===== config.mk =====
export PLATFORM = sky130hd
export DESIGN_NAME = mms_io_master
export DESIGN_NICKNAME = d
export VERILOG_FILES = /design/src/rtl/mms_io_master.sv
export SDC_FILE = /design/constraint.sdc
export NUM_CORES = 1
export LEC_CHECK = 0
export CAP_MARGIN = 20
export CORE_ASPECT_RATIO = 0.75
export CORE_MARGIN = 4
export CORE_UTILIZATION = 45
export CTS_BUF_LIST = sky130_fd_sc_hd__clkbuf_16
export CTS_CLUSTER_SIZE = 16
export DETAILED_ROUTE_END_ITERATION = 10
export HOLD_SLACK_MARGIN = 0.03
export PLACE_DENSITY = 0.94
export SETUP_SLACK_MARGIN = 0.02
export SYNTH_ARGS = -nofsm -noshare
export SYNTH_HDL_FRONTEND = slang
export SYNTH_SLANG_ARGS = --single-unit

===== constraint.sdc =====
create_clock -name MMS_BCLK -period 3.7 [get_ports MMS_BCLK]
set_input_delay 0.74 -clock MMS_BCLK [delete_from_list [all_inputs] [get_ports MMS_BCLK]]
set_output_delay 0.74 -clock MMS_BCLK [all_outputs]
set_load 0.05 [all_outputs]

===== src/rtl/mms_io_master.sv =====
// MMS bus I/O master: arbitrates for the bus, then runs one IORC/IOWC cycle
// with programmable setup, hold and XACK timeout.
module mms_io_master #(
  parameter int unsigned SETUP_CYC   = 2,
  parameter int unsigned HOLD_CYC    = 1,
  parameter int unsigned TIMEOUT_CYC = 255
) (
  input  logic        MMS_BCLK,
  input  logic        MMS_INIT,
  input  logic        req,
  input  logic        we,
  input  logic [15:0] addr,
  input  logic [7:0]  wdata,
  output logic        busy,
  output logic        done,
  output logic        err,
  output logic [7:0]  rdata,
  output logic        MMS_BREQ_o,
  input  logic        MMS_BPRN,
  output logic [23:0] MMS_ADR_o,
  output logic        MMS_ADR_oe,
  input  logic [15:0] MMS_DATA_i,
  output logic [15:0] MMS_DATA_o,
  output logic        MMS_DATA_oe,
  output logic        MMS_IORC_o,
  output logic        MMS_IOWC_o,
  output logic        MMS_CMD_oe,
  input  logic        MMS_XACK
);

  typedef enum logic [2:0] {IDLE, ARB, SETUP, CMD, HOLD, DONE} state_t;

  localparam logic [9:0] SETUP_LAST = 10'(SETUP_CYC - 1);
  localparam logic [9:0] HOLD_LAST  = 10'(HOLD_CYC - 1);
  localparam logic [9:0] TO_LAST    = 10'(TIMEOUT_CYC - 1);

  state_t      state, state_nx;
  logic [9:0]  cnt, cnt_nx;
  logic        we_q, we_nx;
  logic [15:0] addr_q, addr_nx;
  logic [7:0]  wdata_q, wdata_nx;
  logic [7:0]  rdata_q, rdata_nx;
  logic        err_q, err_nx;
  logic        rdy;
  logic        on_bus;

  always_ff @(posedge MMS_BCLK or negedge MMS_INIT) begin
    if (!MMS_INIT) begin
      state   <= IDLE;
      cnt     <= '0;
      we_q    <= 1'b0;
      addr_q  <= '0;
      wdata_q <= '0;
      rdata_q <= '0;
      err_q   <= 1'b0;
      rdy     <= 1'b0;
    end else begin
      state   <= state_nx;
      cnt     <= cnt_nx;
      we_q    <= we_nx;
      addr_q  <= addr_nx;
      wdata_q <= wdata_nx;
      rdata_q <= rdata_nx;
      err_q   <= err_nx;
      rdy     <= 1'b1;
    end
  end

  // rdy keeps the first edge after reset release from accepting a request
  always_comb begin
    state_nx = state;
    cnt_nx   = cnt;
    we_nx    = we_q;
    addr_nx  = addr_q;
    wdata_nx = wdata_q;
    rdata_nx = rdata_q;
    err_nx   = err_q;
    case (state)
      IDLE: begin
        if (req && rdy) begin
          we_nx    = we;
          addr_nx  = addr;
          wdata_nx = wdata;
          err_nx   = 1'b0;
          cnt_nx   = '0;
          state_nx = ARB;
        end
      end
      ARB: begin
        if (!MMS_BPRN) begin
          cnt_nx   = '0;
          state_nx = SETUP;
        end
      end
      SETUP: begin
        if (cnt == SETUP_LAST) begin
          cnt_nx   = '0;
          state_nx = CMD;
        end else begin
          cnt_nx = cnt + 10'd1;
        end
      end
      CMD: begin
        // XACK takes priority so a same-edge timeout still counts as success
        if (!MMS_XACK) begin
          err_nx   = 1'b0;
          if (!we_q) rdata_nx = MMS_DATA_i[7:0];
          cnt_nx   = '0;
          state_nx = HOLD;
        end else if (cnt == TO_LAST) begin
          err_nx   = 1'b1;
          if (!we_q) rdata_nx = 8'hFF;
          cnt_nx   = '0;
          state_nx = HOLD;
        end else begin
          cnt_nx = cnt + 10'd1;
        end
      end
      HOLD: begin
        if (cnt == HOLD_LAST) begin
          cnt_nx   = '0;
          state_nx = DONE;
        end else begin
          cnt_nx = cnt + 10'd1;
        end
      end
      DONE:    state_nx = IDLE;
      default: state_nx = IDLE;
    endcase
  end

  // Bus outputs decode straight from state so reset releases them at once
  assign on_bus      = (state == SETUP) || (state == CMD) || (state == HOLD);
  assign busy        = (state != IDLE) && (state != DONE);
  assign done        = (state == DONE);
  assign err         = err_q;
  assign rdata       = rdata_q;
  assign MMS_BREQ_o  = ~busy;
  assign MMS_ADR_o   = ~{8'h00, addr_q};
  assign MMS_ADR_oe  = on_bus;
  assign MMS_DATA_o  = {8'h00, wdata_q};
  assign MMS_DATA_oe = on_bus && we_q;
  assign MMS_CMD_oe  = on_bus;
  assign MMS_IORC_o  = ~((state == CMD) && !we_q);
  assign MMS_IOWC_o  = ~((state == CMD) && we_q);

endmodule


# Word-level counts from Yosys, hierarchy flattened
# Index checks and enable logic that the tools add are counted.
# classes
addsub,1
eq_ne,16
muxes,22
bitwise,4
reduce_logical,18
# ops
cell,count
2-to-1 mux 10 bit,6
case mux 10 bit (5 select lines),1
2-to-1 mux 8 bit,4
inverter 16 -> 24 bit,1
2-to-1 mux 3 bit,6
case mux 3 bit (5 select lines),1
inequality test 2 bit (second input constant),6
adder 10 x 1 -> 10 bit (second input constant),1
== test 10 x 1 -> 1 bit (second input constant),1
== test 10 x 8 -> 1 bit (second input constant),1
logical NOT 10 bit,1
== test 3 x 2 -> 1 bit (second input constant),2
== test 3 bit (second input constant),2
inequality test 3 bit (second input constant),2
AND reduction 3 bit,2
logical AND 1 bit,5
AND reduction 5 bit,1
nonzero test 5 bit,1
AND reduction 4 bit,1
== test 3 x 1 -> 1 bit (second input constant),1
logical NOT 3 bit,1
2-to-1 mux 1 bit,3
inverter 1 bit,3
nonzero test 3 bit,1
6 further kinds,7
# totals
reg_bits,48
input_bits,46
wordCells,69

# Logic depth before layout (Yosys ltp)
# depth
ltp_word,4
ltp_mapped,7
mapped_depth_nobuf,6

# Worst setup path after synthesis
# OpenSTA, ideal clock, no wires.
# synth_path
path_type,reg-to-output
startpoint,reg state[0]
endpoint,out busy
arrival_ns,1.947
t_required_ns,2.960
setup_slack_ns,1.013
path_stages_with_launch,5
path_cell_list,dfrtp_1 buf_2 xnor2_1 nor2b_1 inv_1
# synth_via
elab_chain_len,2
elab_cells_between_ends,3
# synth_rtl
item,line_no,source
"start, declared",37,"state_t state, state_nx;"
"start signal, assigned",58,state <= state_nx;
inequality test 3 bit or nonzero test 3 bit (tied branches),134,assign busy = (state != IDLE) && (state != DONE);
logical AND 1 bit (*),134,
"end, declared",14,"output logic busy,"
# Every way passes the cells marked *; elsewhere a longest branch is shown, timed or not.

# Worst setup path after layout
# layout_path
startpoint,reg state[0]
endpoint,out MMS_DATA_oe
# layout_via
elab_chain_len,4
elab_cells_between_ends,6
# layout_rtl
item,line_no,source
== test 3 x 2 -> 1 bit,133,assign on_bus = (state == SETUP) || (state == CMD) || (state == HOLD);
logical OR 1 bit,133,
logical OR 1 bit (*),133,
logical AND 1 bit (*),142,assign MMS_DATA_oe = on_bus && we_q;
"end, declared",24,"output logic MMS_DATA_oe,"
# Marked as above.

==> impl_results.html <==
<table>
<tr><th>Metric</th><th>Value</th></tr>
<tr><th colspan="2">Outcome</th></tr>
<tr><td>Result of the run</td><td>completed</td></tr>
<tr><th colspan="2">Timing</th></tr>
<tr><td>Post-route clock period utilization</td><td>0.794</td></tr>
<tr><td>Count of endpoints failing hold in the final timing report</td><td>0</td></tr>
<tr><td>Slew of the pin with the lowest slew margin</td><td>0.530 ns</td></tr>
<tr><td>Post-Route Setup TNS</td><td>0 ns</td></tr>
<tr><td>Final WS setup</td><td>0.761 ns</td></tr>
<tr><td>Worst slew margin relative to its limit</td><td>0.645</td></tr>
<tr><td>Max-slew violations</td><td>0</td></tr>
<tr><td>Hold Worst Slack</td><td>~0.34 ns</td></tr>
<tr><td>Worst clock skew</td><td>0.00687 ns</td></tr>
<tr><td>Maximum clock frequency</td><td>~0.34 GHz</td></tr>
<tr><td>Unrepaired setup endpoints after global routing</td><td>no</td></tr>
<tr><td>Final critical-path required period</td><td>2.94 ns</td></tr>
<tr><td>Setup Viol. Count Final</td><td>0</td></tr>
<tr><th colspan="2">Clocking</th></tr>
<tr><td>Setup Buffers After CTS</td><td>0</td></tr>
<tr><td>Clock edge transition at the registers on the reported setup and hold paths</td><td>0.06 ns</td></tr>
<tr><td>CTS tree</td><td>done</td></tr>
<tr><td>Latest clock arrival within the worst-skew pair</td><td>0.30 ns</td></tr>
<tr><td>Number of buffers added by the clock tree synthesis step</td><td>5</td></tr>
<tr><td>H-tree depth reported by CTS</td><td>2</td></tr>
<tr><td>Quantity of gates resized following cts</td><td>0</td></tr>
<tr><td>Clock Sinks</td><td>48</td></tr>
<tr><td>Longest Clk Path Bufs</td><td>2</td></tr>
<tr><td>Post-CTS Hold Buffers</td><td>0</td></tr>
<tr><td>Clock Root Buffer</td><td>clkbuf_16</td></tr>
<tr><th colspan="2">Detailed routing</th></tr>
<tr><td>Number of vias in the routed layout</td><td>around 2k</td></tr>
<tr><td>Remaining routing DRC violations</td><td>0</td></tr>
<tr><td>Routed wire per std cell</td><td>14.7 um</td></tr>
<tr><td>Vias per std cell</td><td>5.02</td></tr>
<tr><td>Final wirelength</td><td>5.79 mm</td></tr>
<tr><td>Antenna viol nets, final</td><td>0</td></tr>
<tr><td>Number of detailed-routing iterations run before antenna repair</td><td>4</td></tr>
<tr><td>Starting DRC count in detailed routing</td><td>120</td></tr>
<tr><th colspan="2">Setup path</th></tr>
<tr><td>Delay of the slowest cell on the worst path</td><td>0.80 ns</td></tr>
<tr><td>Worst Path Class, Setup</td><td>flop to output pin</td></tr>
<tr><td>Setup crit end kind</td><td>output pin</td></tr>
<tr><td>Data arrival at the endpoint of the critical path</td><td>2.20 ns</td></tr>
<tr><td>Combined buffer and inverter count along the critical path</td><td>1</td></tr>
<tr><td>Most prevalent standard cell on the critical path</td><td>nand2_1</td></tr>
<tr><td>Critical Path Start Type</td><td>flop</td></tr>
<tr><td>Maximum fanout along the worst path</td><td>14</td></tr>
<tr><td>Cells along the critical path</td><td>nor2_1 -&gt; nand2_1 -&gt; nand2_1 -&gt; and2_1 -&gt; clkdlybuf4s50_1</td></tr>
<tr><td>Data required time of the critical path</td><td>2.96 ns</td></tr>
<tr><td>Cell type of the slowest stage on the worst timing path</td><td>clkdlybuf4s50_1</td></tr>
<tr><td>Cell family with the largest share of critical-path delay</td><td>buffers and inverters</td></tr>
<tr><th colspan="2">Die</th></tr>
<tr><td>Floorplan die width</td><td>91.9 um</td></tr>
<tr><td>Initial cell density of the core</td><td>0.474</td></tr>
<tr><td>Count of standard-cell rows</td><td>22</td></tr>
<tr><td>Height of the die</td><td>70.9 um</td></tr>
<tr><td>I/O pin total</td><td>103</td></tr>
<tr><td>Die Area</td><td>6520 um^2</td></tr>
<tr><td>Placeable core area</td><td>5010 um^2</td></tr>
<tr><th colspan="2">Synthesis</th></tr>
<tr><td>Sequential area share after synthesis</td><td>0.506</td></tr>
<tr><td>Syn Inst Count</td><td>~250</td></tr>
<tr><td>Post-synth cell types</td><td>40</td></tr>
<tr><td>Syn Std Cell Area</td><td>about 2400 um^2</td></tr>
<tr><td>Number of warnings reported in the yosys synthesis log</td><td>0</td></tr>
<tr><td>Largest area contributor in the netlist</td><td>dfrtp_1</td></tr>
<tr><td>Top cells by count, synth</td><td>dfrtp_1 (48), nand2_1 (37), o21ai_0 (22)</td></tr>
<tr><td>Proportion of register bits with asynchronous set or reset after synthesis</td><td>1.00</td></tr>
<tr><td>Per-instance average area after synthesis</td><td>9.62 um^2</td></tr>
<tr><td>Most area-consuming cells after synthesis</td><td>dfrtp_1 (51%), buf_4 (6.0%), nand2_1 (5.8%), o21ai_0 (4.6%), mux2_2 (4.3%)</td></tr>
<tr><td>FF+latch count, synth</td><td>48</td></tr>
<tr><td>Area share of the largest cell type after synthesis</td><td>0.506</td></tr>
<tr><td>Count leader, synth</td><td>dfrtp_1</td></tr>
<tr><td>Predominant post-synthesis flop cell</td><td>dfrtp_1</td></tr>
<tr><td>EDFF count, synth</td><td>0</td></tr>
<tr><th colspan="2">Place</th></tr>
<tr><td>Detailed placer's ending HPWL</td><td>4.14 mm</td></tr>
<tr><td>Setup slack after placement</td><td>1.11 ns</td></tr>
<tr><td>GPL Wtd Cong</td><td>0.909</td></tr>
<tr><td>Placement Cell Area</td><td>3120 um^2</td></tr>
<tr><td>Input/output buffers</td><td>between 70 and 80</td></tr>
<tr><th colspan="2">Global route</th></tr>
<tr><td>Vias in the first global route</td><td>1981</td></tr>
<tr><td>Maximum number of pins on one net before global-route repair</td><td>a little under 50</td></tr>
<tr><td>First-pass GRT wire length</td><td>9.51 mm</td></tr>
<tr><td>GRT Overall Usage</td><td>0.183</td></tr>
<tr><td>GR Overflow Total</td><td>0</td></tr>
<tr><td>Number of antenna violations at the first check in global routing</td><td>0</td></tr>
<tr><th colspan="2">Min path</th></tr>
<tr><td>Worst min path class</td><td>input port to async pin</td></tr>
<tr><th colspan="2">Pwr</th></tr>
<tr><td>Pwr Density</td><td>975 nW/um^2</td></tr>
<tr><td>Static leakage</td><td>1.45 nW</td></tr>
<tr><td>Total design power</td><td>~3.3 mW</td></tr>
<tr><td>VDD IR max</td><td>0.636 mV</td></tr>
<tr><th colspan="2">Cells and area</th></tr>
<tr><td>Layout cells sized above 1</td><td>0.0867</td></tr>
<tr><td>N_diodes</td><td>0</td></tr>
<tr><td>Cell area after layout</td><td>3330 um^2</td></tr>
<tr><td>NumNets Final</td><td>372</td></tr>
<tr><td>Layout area overhead</td><td>40.3%</td></tr>
<tr><td>Filler cells</td><td>between 300 and 400</td></tr>
<tr><th colspan="2">Job</th></tr>
<tr><td>Max Cap Viol</td><td>0</td></tr>
</table>
## registers in the layout, summed over array words and instances (netlist names)
signal	flops
addr_q	16
state	3
err	1
we_q	1
cnt	10
wdata_q	8
rdata	8
rdy	1
## per-layer routing
metal  global-route usage  up-vias  part of all wire
met1                0.226      946              0.42
met5                    0        -                 0
met2                0.317       80              0.50
met3               0.0553        8             0.069
li1                     -      947                 -
met4               0.0445        0             0.013
## worst paths after layout
path,startpoint,cells past startpoint,endpoint,slack (ns)
worst max-delay path,state[0]$_DFFE_PN0P_,5,MMS_DATA_oe,0.76
worst min-delay path,MMS_INIT,1,cnt[1]$_DFFE_PN0P_,0.34
worst max register to register,state[2]$_DFFE_PN0P_,5,cnt[6]$_DFFE_PN0P_,1.74
worst min register to register,rdata[4]$_DFFE_PN0P_,1,rdata[4]$_DFFE_PN0P_,0.50
max in group asynchronous,MMS_INIT,2,wdata_q[0]$_DFFE_PN0P_,2.87
min in group MMS_BCLK,rdata[4]$_DFFE_PN0P_,1,rdata[4]$_DFFE_PN0P_,0.50
## where the power goes
group	switching, mW	internal (mW)	total [mW]	leakage (nW)
combinational	1.19	0.603	1.80	0.769
sequential	0.138	0.728	0.865	0.589
clock	0.201	0.390	0.591	0.0944
## final cells by class
cell class | count | area [um^2] | share of cell area
inverter | 21 | 78.8 | 0.0236
sequential | 48 | 1200 | 0.360
clock buffer | 5 | 125 | 0.0375
multi-input combinational | 166 | 967 | 0.290
timing repair buffer | 80 | 803 | 0.241
tap | 72 | 90.1 | 0.0270
clock inverter | 3 | 68.8 | 0.0206
## logic make-up (layout without fill, tap and decap cells)
family                   Yosys count  after routing  synth area share
AND/OR/NAND/NOR                   81             81             0.164
XOR/XNOR                           2              2           0.00737
AO/OA/AOI/OAI                     53             53             0.145
flip-flops                        48             48             0.506
buffers and inverters             48            109             0.111
other                              2             17           0.00316
adder cells (fa/ha/maj)            4              4            0.0211
multiplexers                       9              9            0.0427
## per-stage QoR
stage,util,cells
floorplan,-,262
global placement,0.623,386
detailed placement,0.623,386
CTS,0.662,394
global route,0.666,395
finish,0.666,395
## cells in the final DEF (no fill, tap or decap), drive strengths merged, types with 3 or more instances in the layout
cell,n
clkdlybuf4s50,77
dfrtp,48
nand2,37
o21ai,23
inv,22
conb,17
nor2,14
mux2,9
o22a,9
a21oi,8
nand3,7
clkbuf,5
nor2b,4
and2,4
o22ai,4
ha,4
nand2b,3
and4,3
nand4,3
buf,3
Note: power is estimated with default switching activity, not from simulation.
